[src/rtl/dpram_fifo_ctl.sv]
// dpram_fifo_ctl
// Single-clock, non-FWFT FIFO controller that acts as the initiator for an
// external dual-port block RAM (dpram_xlx). Port A of the RAM is the write
// port and port B is the read port. Read data comes straight from the RAM
// output register, so a pop shows up on rd_data one cycle after it is accepted.
// DEPTH need not be a power of two: both pointers wrap at DEPTH-1.
//
// Optional build macro: DPRAM_FIFO_ERR_FLAGS_EN
//   When defined, adds sticky overflow/underflow outputs. They are cleared
//   only by rst.

module dpram_fifo_ctl #(
    parameter int ADDRWIDTH = 4,
    parameter int DATAWIDTH = 8,
    parameter int DEPTH     = 16
) (
    input  logic                 clk,
    input  logic                 rst,

    // push side
    input  logic                 wr_en,
    input  logic [DATAWIDTH-1:0] wr_data,
    output logic                 full,

    // pop side
    input  logic                 rd_en,
    output logic [DATAWIDTH-1:0] rd_data,
    output logic                 rd_valid,
    output logic                 empty,
    output logic [ADDRWIDTH:0]   count,

    // RAM port A (write)
    output logic                 ram_ena,
    output logic                 ram_wea,
    output logic [ADDRWIDTH-1:0] ram_addra,
    output logic [DATAWIDTH-1:0] ram_dina,

    // RAM port B (read)
    output logic                 ram_enb,
    output logic                 ram_web,
    output logic [ADDRWIDTH-1:0] ram_addrb,
    output logic [DATAWIDTH-1:0] ram_dinb,
    input  logic [DATAWIDTH-1:0] ram_doutb
`ifdef DPRAM_FIFO_ERR_FLAGS_EN
    ,
    output logic                 overflow,
    output logic                 underflow
`endif
);

    localparam logic [ADDRWIDTH-1:0] PTR_LAST = ADDRWIDTH'(DEPTH - 1);
    localparam logic [ADDRWIDTH-1:0] PTR_ONE  = ADDRWIDTH'(1);
    localparam logic [ADDRWIDTH:0]   CNT_FULL = (ADDRWIDTH + 1)'(DEPTH);
    localparam logic [ADDRWIDTH:0]   CNT_ONE  = (ADDRWIDTH + 1)'(1);

    logic [ADDRWIDTH-1:0] r_wr_ptr;
    logic [ADDRWIDTH-1:0] r_rd_ptr;
    logic [ADDRWIDTH:0]   r_count;
    logic                 r_full;
    logic                 r_empty;
    logic                 r_rd_valid;

    logic                 w_push;
    logic                 w_pop;
    logic [ADDRWIDTH-1:0] w_wr_ptr_next;
    logic [ADDRWIDTH-1:0] w_rd_ptr_next;
    logic [ADDRWIDTH:0]   w_count_next;

    // Accept decisions use the registered flags. Gating with rst keeps both
    // RAM enables low while reset is asserted and stops a pop from being
    // launched in a reset cycle.
    assign w_push = wr_en & ~r_full  & ~rst;
    assign w_pop  = rd_en & ~r_empty & ~rst;

    // Compute the next pointers, wrapping at DEPTH-1 rather than at 2**ADDRWIDTH.
    always_comb begin
        w_wr_ptr_next = (r_wr_ptr == PTR_LAST) ? '0 : r_wr_ptr + PTR_ONE;
        w_rd_ptr_next = (r_rd_ptr == PTR_LAST) ? '0 : r_rd_ptr + PTR_ONE;
    end

    // Compute the next occupancy. A simultaneous push and pop cancel out.
    always_comb begin
        w_count_next = r_count;
        if (w_push && !w_pop) begin
            w_count_next = r_count + CNT_ONE;
        end else if (w_pop && !w_push) begin
            w_count_next = r_count - CNT_ONE;
        end
    end

    // Update pointers, count, flags and read-valid on each clock edge.
    // The flags are derived from the next count so that they change on the same edge as count.
    always_ff @(posedge clk) begin
        if (rst) begin
            r_wr_ptr   <= '0;
            r_rd_ptr   <= '0;
            r_count    <= '0;
            r_full     <= 1'b0;
            r_empty    <= 1'b1;
            r_rd_valid <= 1'b0;
        end else begin
            if (w_push) begin
                r_wr_ptr <= w_wr_ptr_next;
            end
            if (w_pop) begin
                r_rd_ptr <= w_rd_ptr_next;
            end
            r_count    <= w_count_next;
            r_full     <= (w_count_next == CNT_FULL);
            r_empty    <= (w_count_next == '0);
            r_rd_valid <= w_pop;
        end
    end

`ifdef DPRAM_FIFO_ERR_FLAGS_EN
    logic r_overflow;
    logic r_underflow;

    // Latch any request that hits a blocked side. The flag stays set until rst.
    always_ff @(posedge clk) begin
        if (rst) begin
            r_overflow  <= 1'b0;
            r_underflow <= 1'b0;
        end else begin
            r_overflow  <= r_overflow  | (wr_en & r_full);
            r_underflow <= r_underflow | (rd_en & r_empty);
        end
    end

    assign overflow  = r_overflow;
    assign underflow = r_underflow;
`endif

    // Status outputs
    assign full     = r_full;
    assign empty    = r_empty;
    assign count    = r_count;
    assign rd_valid = r_rd_valid;
    assign rd_data  = ram_doutb;

    // RAM drive. Pops are blocked when empty and pushes are blocked when full,
    // so both ports never address the same location in the same cycle.
    assign ram_ena   = w_push;
    assign ram_wea   = w_push;
    assign ram_addra = r_wr_ptr;
    assign ram_dina  = wr_data;
    assign ram_enb   = w_pop;
    assign ram_web   = 1'b0;
    assign ram_addrb = r_rd_ptr;
    assign ram_dinb  = '0;

endmodule

[config.mk]
export PLATFORM = sky130hd
export DESIGN_NAME = dpram_fifo_ctl
export DESIGN_NICKNAME = d
export VERILOG_FILES = /design/src/rtl/dpram_fifo_ctl.sv
export SDC_FILE = /design/constraint.sdc
export NUM_CORES = 1
export LEC_CHECK = 0
export BUFFER_PORTS_ARGS = -buffer_cell sky130_fd_sc_hd__buf_4
export CAP_MARGIN = 0
export CORE_ASPECT_RATIO = 0.8
export CORE_MARGIN = 5
export CORE_UTILIZATION = 41
export DETAILED_ROUTE_END_ITERATION = 8
export GPL_ROUTABILITY_DRIVEN = 0
export GPL_TIMING_DRIVEN = 0
export PLACE_DENSITY = 0.87
export SLEW_MARGIN = 0
export SYNTH_ARGS = -nofsm -noshare
export SYNTH_HDL_FRONTEND = slang
export SYNTH_SLANG_ARGS = --single-unit
[constraint.sdc]
create_clock -name clk -period 1.85 [get_ports clk]
set_clock_uncertainty 0.1 [all_clocks]
set_input_delay 0.37 -clock clk [delete_from_list [all_inputs] [get_ports clk]]
set_output_delay 0.37 -clock clk [all_outputs]
set_load 0.01 [all_outputs]
# Word level (Yosys, flattened, before mapping)
# Index checks and enable logic that the tools add are counted.
# word_totals
output_inout_bits,44
in_bits,20
mem_bits_rw,0
rom_bits,0
reg_bits,16
latchBits,0
memories,0
# classes
eq_ne,3
magnitude_cmp,0
n_shift,0
addsub,4
reduce_logical,5
muxes,4
bitwise_logic,7
multipliers,0
div,0
# ops
operator,n
5-bit two-way mux,2
4-bit by 1-bit adder with 4-bit output (second input constant),2
4-bit equality test (second input constant),2
4-bit two-way mux,2
5-bit by 1-bit adder with 5-bit output (second input constant),1
5-bit equality test (second input constant),1
5-bit logical NOT,1
5-bit by 1-bit subtractor with 5-bit output (second input constant),1
1-bit bitwise AND,4
1-bit inverter,3
1-bit logical AND,2
1-bit logical NOT,2

# Depth between registers and ports, before layout
# Gate-level depths: netlist of the first run.
# logic_depth
depth_word,8
mapped_depth,6

# Worst setup path before layout of the first run
# No wires, ideal clock.
# synth_timing
kind,flip-flop to flip-flop
start,"register r_count[0], in the netlist count[0]"
end,"register r_empty, in the netlist empty"
period_less_slack_ns,1.720
arrival_time_ns,1.504
setup_slack_ns,0.130
path_stages_with_launch,7
t_required_ns,1.634
setup_time_ns,0.116
path_cell_list,dfxtp_1 inv_1 ha_1 and4_1 o21a_1 or2_2 a41o_1
# synth_via
elab_chain_cells,4
elab_cells_between_ends,5
# synth_rtl
item,line,text
"start, declared",58,logic [ADDRWIDTH:0] r_count;
"start signal, assigned",108,r_count <= w_count_next;
5-bit by 1-bit subtractor with 5-bit output,87,w_count_next = r_count - CNT_ONE;
5-bit two-way mux,86,end else if (w_pop && !w_push) begin
5-bit two-way mux *,84,if (w_push && !w_pop) begin
5-bit logical NOT *,110,r_empty <= (w_count_next == '0);
"end signal, assigned",110,
"end, declared",60,logic r_empty;
# Every way passes the cells marked *; elsewhere a longest branch is shown, timed or not.
# A chain may end at the register's enable or synchronous reset.

# Final worst setup path of the first run
# layout_timing
start,"register r_full, in the netlist full"
end,output ram_wea
# layout_via
elab_chain_cells,3
# layout_rtl
item,line,text
"start, declared",59,logic r_full;
"start signal, assigned",109,r_full <= (w_count_next == CNT_FULL);
1-bit inverter,72,assign w_push = wr_en & ~r_full & ~rst;
1-bit bitwise AND (2 in series),72,
"end, declared",34,"output logic ram_wea,"
# Every way passes these cells.

==> results of run 1 <==
## area by class of cell
cell class / count / share of cell area [%]
multi-input combinational: 84 / 35.91
sequential: 16 / 21.90
timing repair buffer: 38 / 19.35
buffer: 31 / 16.81
tap: 36 / 3.056
clock buffer: 4 / 2.462
inverter: 2 / 0.5093
## power groups by stage
stage                     combinational, uW  clock [uW]  sequential [uW]
after floorplan                         262           0              443
after global placement                  395           0              432
after detailed placement                410           0              435
after CTS                               412         237              428
after global routing                    446         257              438
final                                   410         232              431
## metal layers
layer | part of all wire (%) | global-route usage, % | vias up
li1 | - | - | 493
met1 | 40 | 13.99 | 429
met2 | 49 | 22.41 | 46
met3 | 11 | 4.848 | 3
met4 | 0.59 | 3.179 | 0
met5 | 0 | 0 | -
## critical path, cell delays in order (launching register included)
cell	delay [ns]
dfxtp_1	0.33
nand2b_1	0.15
buf_6	0.14
nor2_1	0.13
buf_4	0.12
buf_4	0.10
## through the flow
stage / area [um^2] / cells / utilization, %
after floorplan: 1104 / 133 / -
after global placement: 1434 / 207 / 57.76
after detailed placement: 1434 / 207 / 57.76
after CTS: 1470 / 211 / 59.22
after global routing: 1474 / 211 / 59.38
final: 1474 / 211 / 59.38
## layout by cell type (no fill, tap or decap), types with 3 or more instances in the layout
master    synthesis  final
conb_1            1      9
clkbuf_4          0      3
a21oi_1          11     11
nor3_1            4      4
xor2_1            3      3
ha_1              4      4
buf_6             3      3
nor2_1           11     11
dfxtp_1          16     14
nand2_1          12     12
a311oi_1          3      3
buf_4            26     64
## worst max-delay path by stage
stage | from | end | slack [ns] | depth (start not counted)
final | full | ram_wea | 0.12 | 5
after detailed placement | rst | ram_wea | 0.01 | 6
after global routing | full | ram_wea | 0.03 | 5
after global placement | rst | ram_wea | 0.01 | 6
after CTS | rst | ram_wea | 0.01 | 6
after floorplan | count[0] | empty | 0.13 | 6
## registers in the layout (all words and copies together), names as in the netlist
register   count
count          5
ram_addra      4
ram_addrb      4
empty          1
full           1
rd_valid       1
## cells by family after synthesis
kind of cell | Yosys count
AND/OR/NAND/NOR | 44
buffers and inverters | 33
AO/OA/AOI/OAI | 23
flip-flops | 16
XOR/XNOR | 4
adder cells (fa/ha/maj) | 4
other | 1
## what timing repair did
| item | CTS | global route |
|---|---|---|
| endpoints found under the hold margin | 0 | 0 |
| resized for setup | 0 | 4 |
| setup endpoints to repair | 0 | 2 |
| buffers inserted | 0 | 0 |
==> metrics.yaml, run 1 <==
status: "complete, no violations"
clock_latency_ns: 0.29
rr_worst_depth: 6
layout-drive-gt1-share_pct: 47.43
synth-edff-count: 0
crit_required_ns: 1.38
p_sw_share_pct: 32.80
max-vdd-ir-drop_mv: 0.3878
pwr-share-seq_pct: 40.1
ys_seq_elements: 16
synthSimpleGateAreaFrac_pct: 22.26
hold_viol: 0
syn_avg_cell_area_um2: 8.588
fin_ws_ns: 0.1247
drt-vias-per-instance: 4.602
final-max-slew-violation-count: 0
cts_tree: "yes"
layout.nets: 200
drcViolationCount: 0
ys_warn_count: 0
vias: 971
first_global_vias: 908
power.switching_uw: 351.9
synth-compound-area-share_pct: 15.97
cap_violations: 0
worstHoldEndpoint: "count[1]"
worstHoldPathCells: 3
antenna_left: 0
tns_ns: 0
diodes: 0
async_reset_ff_share_pct: 0
antenna_found_initial: 0
postRouteWirelength_mm: 2.376
p_per_area_nw_per_um2: 727.9
hold_slack_ns: 0.3076
critPathKind: "flop to output port"
post_drt_wl_per_cell_um: 11.26
muxShareOfSynthArea_pct: 0
syn2layout_area_growth_pct: 37.30
p_int_uw: 721.0
regArea_um2: 322.8
first_iter_violations: 38
synth_area_leaders: "dfxtp_1 30%, buf_4 18%, a21oi_1 5.1%, ha_1 4.7%, nand2_1 4.2%"
place_ws_ns: 0.01335
cts-root-buf: "clkbuf_4"
cts.path.max_buffers: 2
finalCriticalPeriod_ns: 1.725
grt_use_total_pct: 12.70
yosysSeqAreaShare_pct: 29.84
rows: 16
io_pins: 64
grt_max_degree: 11
h-tree-depth: 1
rr_startpoint: "count[0]"
overflow: 0
worstHoldStart: "rst"
dpl.hpwl_mm: 1.970
cts_sinks: 16
grt_pass1_wl_mm: 3.795
initial_core_util_pct: 43.25
portBuffers: 38
path_clk_slew_ns: 0.10
rsz0062_at_grt: "no"
syn_inst: 125
synth_fa_ha_area_share_pct: 4.662
rrSetupSlack_ns: 0.14
core-area_um2: 2482
critPathCaptureType: "output port"
hp-class: "primary input to flop"
r2r_end: "empty"
yosys.area.top_type_share_pct: 29.84
clkPwrFrac_pct: 21.7
synth.cell_area_um2: 1074
cp-start-kind: "flop"
multiInputGateArea_um2: 529.3
setup-violations-final: 0
die_w_um: 67.21
drtPass1Iterations: 4
cp_max_fo: 9
die_h_um: 55.77
yosysMostFrequentCell: "buf_4"
ys.flop_type: "dfxtp_1"
synth_top_family_by_area: "buffers and inverters"
fin_crit_sh_pct: 93.26
postCtsHoldBufs: 0
synthTopCellsByCount: "26 x buf_4, 16 x dfxtp_1, 12 x nand2_1, 11 x a21oi_1, 11 x nor2_1"
p_comb_share_pct: 38.2
total_power_uw: 1073
synthXorXnorAreaFrac_pct: 3.263
fill_cells: 242
ys_types: 35
die_area_um2: 3748
leakage_uw: 0.0007023
synth_top_cell_by_area: "dfxtp_1"
worstPathArrival_ns: 1.26
max_freq_mhz: 579.6
cts_made_buffers: 3
Note: power is estimated with default switching activity, not from simulation.
==> run 2, diff against run 1 <==
CORE_ASPECT_RATIO = default   (was 0.8)
REMOVE_ABC_BUFFERS = 1   (was default)
SKIP_CTS_REPAIR_TIMING = 1   (was default)
==> run 2 against run 1 <==
Worst hold slack worse by 0.014 ns. Combinational power decreased by 25%. Core utilization fell by 15 points. First-iteration DRC count decreased by 7.9%. Largest power group unchanged. Highest routed layer unchanged.
==> metrics.yaml, run 2 (synthesis results as in run 1) <==
clock_latency_ns: 0.29
io_pins: 64
status: "complete, no violations"
critPathCaptureType: "flop"
fill_cells: 262
place_ws_ns: -0.1161
cp_slowest_cell: "dfxtp_1"
hp-class: "primary input to flop"
postRouteWirelength_mm: 2.204
critPathKind: "flop to flop"
hold_slack_ns: 0.2940
path_cells: "nand2b_2 > and4_1 > o21a_1 > or2_2 > a41o_1"
h-tree-depth: 1
dpl.hpwl_mm: 1.683
cp_max_fo: 9
cp-start-kind: "flop"
placed_area_um2: 1060
cts-root-buf: "clkbuf_4"
worstHoldStart: "rst"
fin_area_um2: 1106
core-area_um2: 2500
first_global_vias: 763
grt_use_total_pct: 11.75
antenna_left: 0
max_freq_mhz: 580.2
cts_tree: "yes"
drt-vias-per-instance: 5.323
worstHoldEndpoint: "ram_addrb[3]"
layout.nets: 153
layout-drive-gt1-share_pct: 30.47
crit_required_ns: 1.94
worstPathArrival_ns: 1.81
layout_commonest_cell: "buf_4"
post_drt_wl_per_cell_um: 13.95
leakage_uw: 0.0004661
path_buf_inv: 0
cts_sinks: 16
largest_register_ffs: 5
fin_crit_sh_pct: 93.16
cts_made_buffers: 3
syn2layout_area_growth_pct: 3.030
cts.path.max_buffers: 2
vias: 841
fin_ws_ns: 0.1266
rrSetupSlack_ns: 0.13
drcViolationCount: 0
finalCriticalPeriod_ns: 1.723
drtPass1Iterations: 4
max_stage_delay_ns: 0.33
die_h_um: 61.17
initial_core_util_pct: 42.94
worstHoldPathCells: 2
grt_pass1_wl_mm: 3.298
crit_family: "simple AND/OR/NAND/NOR gates"
antenna_found_initial: 0
rows: 18
path_clk_slew_ns: 0.10
first_iter_violations: 35
die_area_um2: 3742
setup-violations-final: 0
cap_violations: 0
max-vdd-ir-drop_mv: 0.5201
grt_max_degree: 22
portBuffers: 22
p_per_area_nw_per_um2: 878.1
r2r_end: "empty"
rr_startpoint: "full"
diodes: 0
rsz0062_at_grt: "no"
total_power_uw: 971.2
rr_worst_depth: 5
final-max-slew-violation-count: 0
die_w_um: 61.17
mostFrequentLayoutCells: "22 x buf_4, 14 x dfxtp_1, 12 x nand2_1"
hold_viol: 0
overflow: 0
[run 2: changes by cell type in the layout (fill, tap and decap cells not counted)]
| cell | change |
|---|---|
| buf_4 | -42 |
| buf_6 | -3 |
| clkbuf_2 | -1 |
| clkbuf_8 | -1 |
| nand2b_1 | -2 |
| nand2b_2 | +2 |
| nor2b_1 | -1 |
| nor2b_2 | +1 |
[run 2: how the worst max path moves through the flow]
stage	from	to	slack, ns	cells past startpoint
6_report	full	empty	0.13	5
5_1_grt	count[0]	full	0.04	6
4_1_cts	empty	empty	0.04	5
3_5_place_dp	rd_en	empty	-0.12	6
3_3_place_gp	rd_en	empty	-0.08	6
2_1_floorplan	count[0]	empty	0.13	6
[run 2: layer usage]
metal	vias to the layer above	global-route usage [%]	wire, um
li1	401	-	-
met1	387	14.16	969
met2	49	16.47	918
met3	4	8.595	301
met4	0	2.477	14
met5	-	4.286	0
[run 2: cell type report]
| type | count | area, um^2 | share of cell area, % |
|---|---|---|---|
| clock buffer | 4 | 36.28 | 3.281 |
| inverter | 2 | 7.507 | 0.6787 |
| tap | 30 | 37.54 | 3.394 |
| multi-input combinational | 84 | 536.8 | 48.53 |
| timing repair buffer | 22 | 165.2 | 14.93 |
| sequential | 16 | 322.8 | 29.19 |
[run 2: where the power goes]
group          switching (uW)  internal (uW)  leakage, uW
clock network             113            120    0.0000210
logic                     162            146     0.000314
registers                47.2            383     0.000131
[run 2: stage by stage]
stage	cells	util, %	TNS, ns
floorplan	102	-	0
global placement	154	42.39	-0.07581
detailed placement	154	42.39	-0.1179
CTS	158	43.84	0
global route	158	44.24	0
finish	158	44.24	0
==> run 3, diff against run 2 <==
GPL_TIMING_DRIVEN = default   (was 0)
==> run 3 against run 2 <==
Die area stayed put. Global-route usage is 2.0 points higher. Core utilization is 1.3 points higher. Sequential power hardly changed.
==> metrics.yaml, run 3 (synthesis results as in run 1) <==
rrSetupSlack_ns: 0.14
path_cells: "nand2b_1 > buf_4 > nor2_1 > buf_4"
cp-endpoint: "ram_ena"
top_layer: "met4"
hp-class: "primary input to flop"
antenna_found_initial: 0
cp.depth: 4
max_freq_mhz: 575.5
final-max-slew-violation-count: 0
status: "complete, no violations"
cts_made_buffers: 3
largest_register_ffs: 5
cap_violations: 0
cts.path.max_buffers: 2
met2_length_mm: 1.032
grt_use_total_pct: 13.71
overflow: 0
die_w_um: 61.17
vias: 852
wl_met1_mm: 1.027
p_per_area_nw_per_um2: 829.6
path_buf_inv: 2
crit_required_ns: 1.38
cp-startpoint: "full"
first_iter_violations: 25
worstHoldPathCells: 3
layout-drive-gt1-share_pct: 32.33
cp_slowest_cell: "dfxtp_1"
postRouteWirelength_mm: 2.390
first_global_vias: 845
worstPathArrival_ns: 1.27
io_pins: 64
fin_crit_sh_pct: 93.92
syn2layout_area_growth_pct: 5.944
rr_startpoint: "count[0]"
crit_top_cell: "buf_4"
drcViolationCount: 0
layout_commonest_cell: "buf_4"
rr_worst_depth: 6
mostFrequentLayoutCells: "28 x buf_4, 14 x dfxtp_1, 12 x nand2_1"
cp_max_fo: 7
grt_pass1_wl_mm: 3.843
critPathCaptureType: "output port"
wl_met3_um: 297
critPathKind: "flop to output port"
initial_core_util_pct: 42.94
drtPass1Iterations: 4
grt_max_degree: 11
rows: 18
portBuffers: 22
diodes: 0
r2r_end: "empty"
die_area_um2: 3742
layout.nets: 159
cp-start-kind: "flop"
dpl.hpwl_mm: 1.868
leakage_uw: 0.0004895
core-area_um2: 2500
drt-vias-per-instance: 5.227
antenna_left: 0
total_power_uw: 943.6
cts-root-buf: "clkbuf_4"
rsz0062_at_grt: "no"
die_h_um: 61.17
cts_tree: "yes"
finalCriticalPeriod_ns: 1.738
tns_ns: 0
cts_sinks: 16
post_drt_wl_per_cell_um: 14.66
setup-violations-final: 0
crit_family: "flip-flops"
clock_latency_ns: 0.29
hold_viol: 0
max-vdd-ir-drop_mv: 0.4466
place_ws_ns: 0.08133
path_clk_slew_ns: 0.09
h-tree-depth: 1
max_stage_delay_ns: 0.33
fin_ws_ns: 0.1125
fill_cells: 261
final_util_pct: 45.50
==> run 3: per-layer routing <==
| layer | GRT usage [%] | up-vias |
|---|---|---|
| li1 | - | 407 |
| met1 | 16.50 | 390 |
| met2 | 20.39 | 50 |
| met3 | 7.338 | 5 |
| met4 | 4.644 | 0 |
| met5 | 4.286 | - |
==> run 3: worst min-delay path by stage <==
stage / start / to / slack (ns)
CTS: rst / rd_valid / 0.32
global placement: ram_addra[3] / ram_addra[3] / 0.39
global route: rst / rd_valid / 0.34
floorplan: rst / count[0] / 0.34
detailed placement: ram_addrb[1] / ram_addrb[1] / 0.41
finish: rst / rd_valid / 0.33
==> run 3: report_power, final <==
part           total, uW  leakage (uW)  internal, uW  switching, uW
registers            431      0.000131           383           48.7
logic                331      0.000345           162            169
clock network        182     0.0000138          75.7            106
total                944      0.000490           620            323
==> run 3: per-stage QoR <==
stage / cells / hold WS (ns) / area, um^2
finish: 163 / 0.3257 / 1137
global placement: 160 / 0.3896 / 1105
global route: 163 / 0.3436 / 1137
CTS: 163 / 0.3157 / 1127
floorplan: 102 / 0.3391 / 857.1
detailed placement: 160 / 0.4065 / 1105
==> run 3: cell type report <==
class	count	area, um^2	area share [%]
multi-input combinational	84	536.8	47.19
sequential	16	322.8	28.38
timing repair buffer	28	210.2	18.48
tap	30	37.54	3.300
clock buffer	3	22.52	1.980
inverter	2	7.507	0.6601
==> run 3: worst reg2reg max path: cells and delay by family, from the launching register on <==
family	cells	cell delay [ns]
DFF	1	0.40
and+or+nand+nor	2	0.46
adders and majority gates	1	0.21
buffers and inverters	1	0.06
AOI/OAI and AO/OA	2	0.38
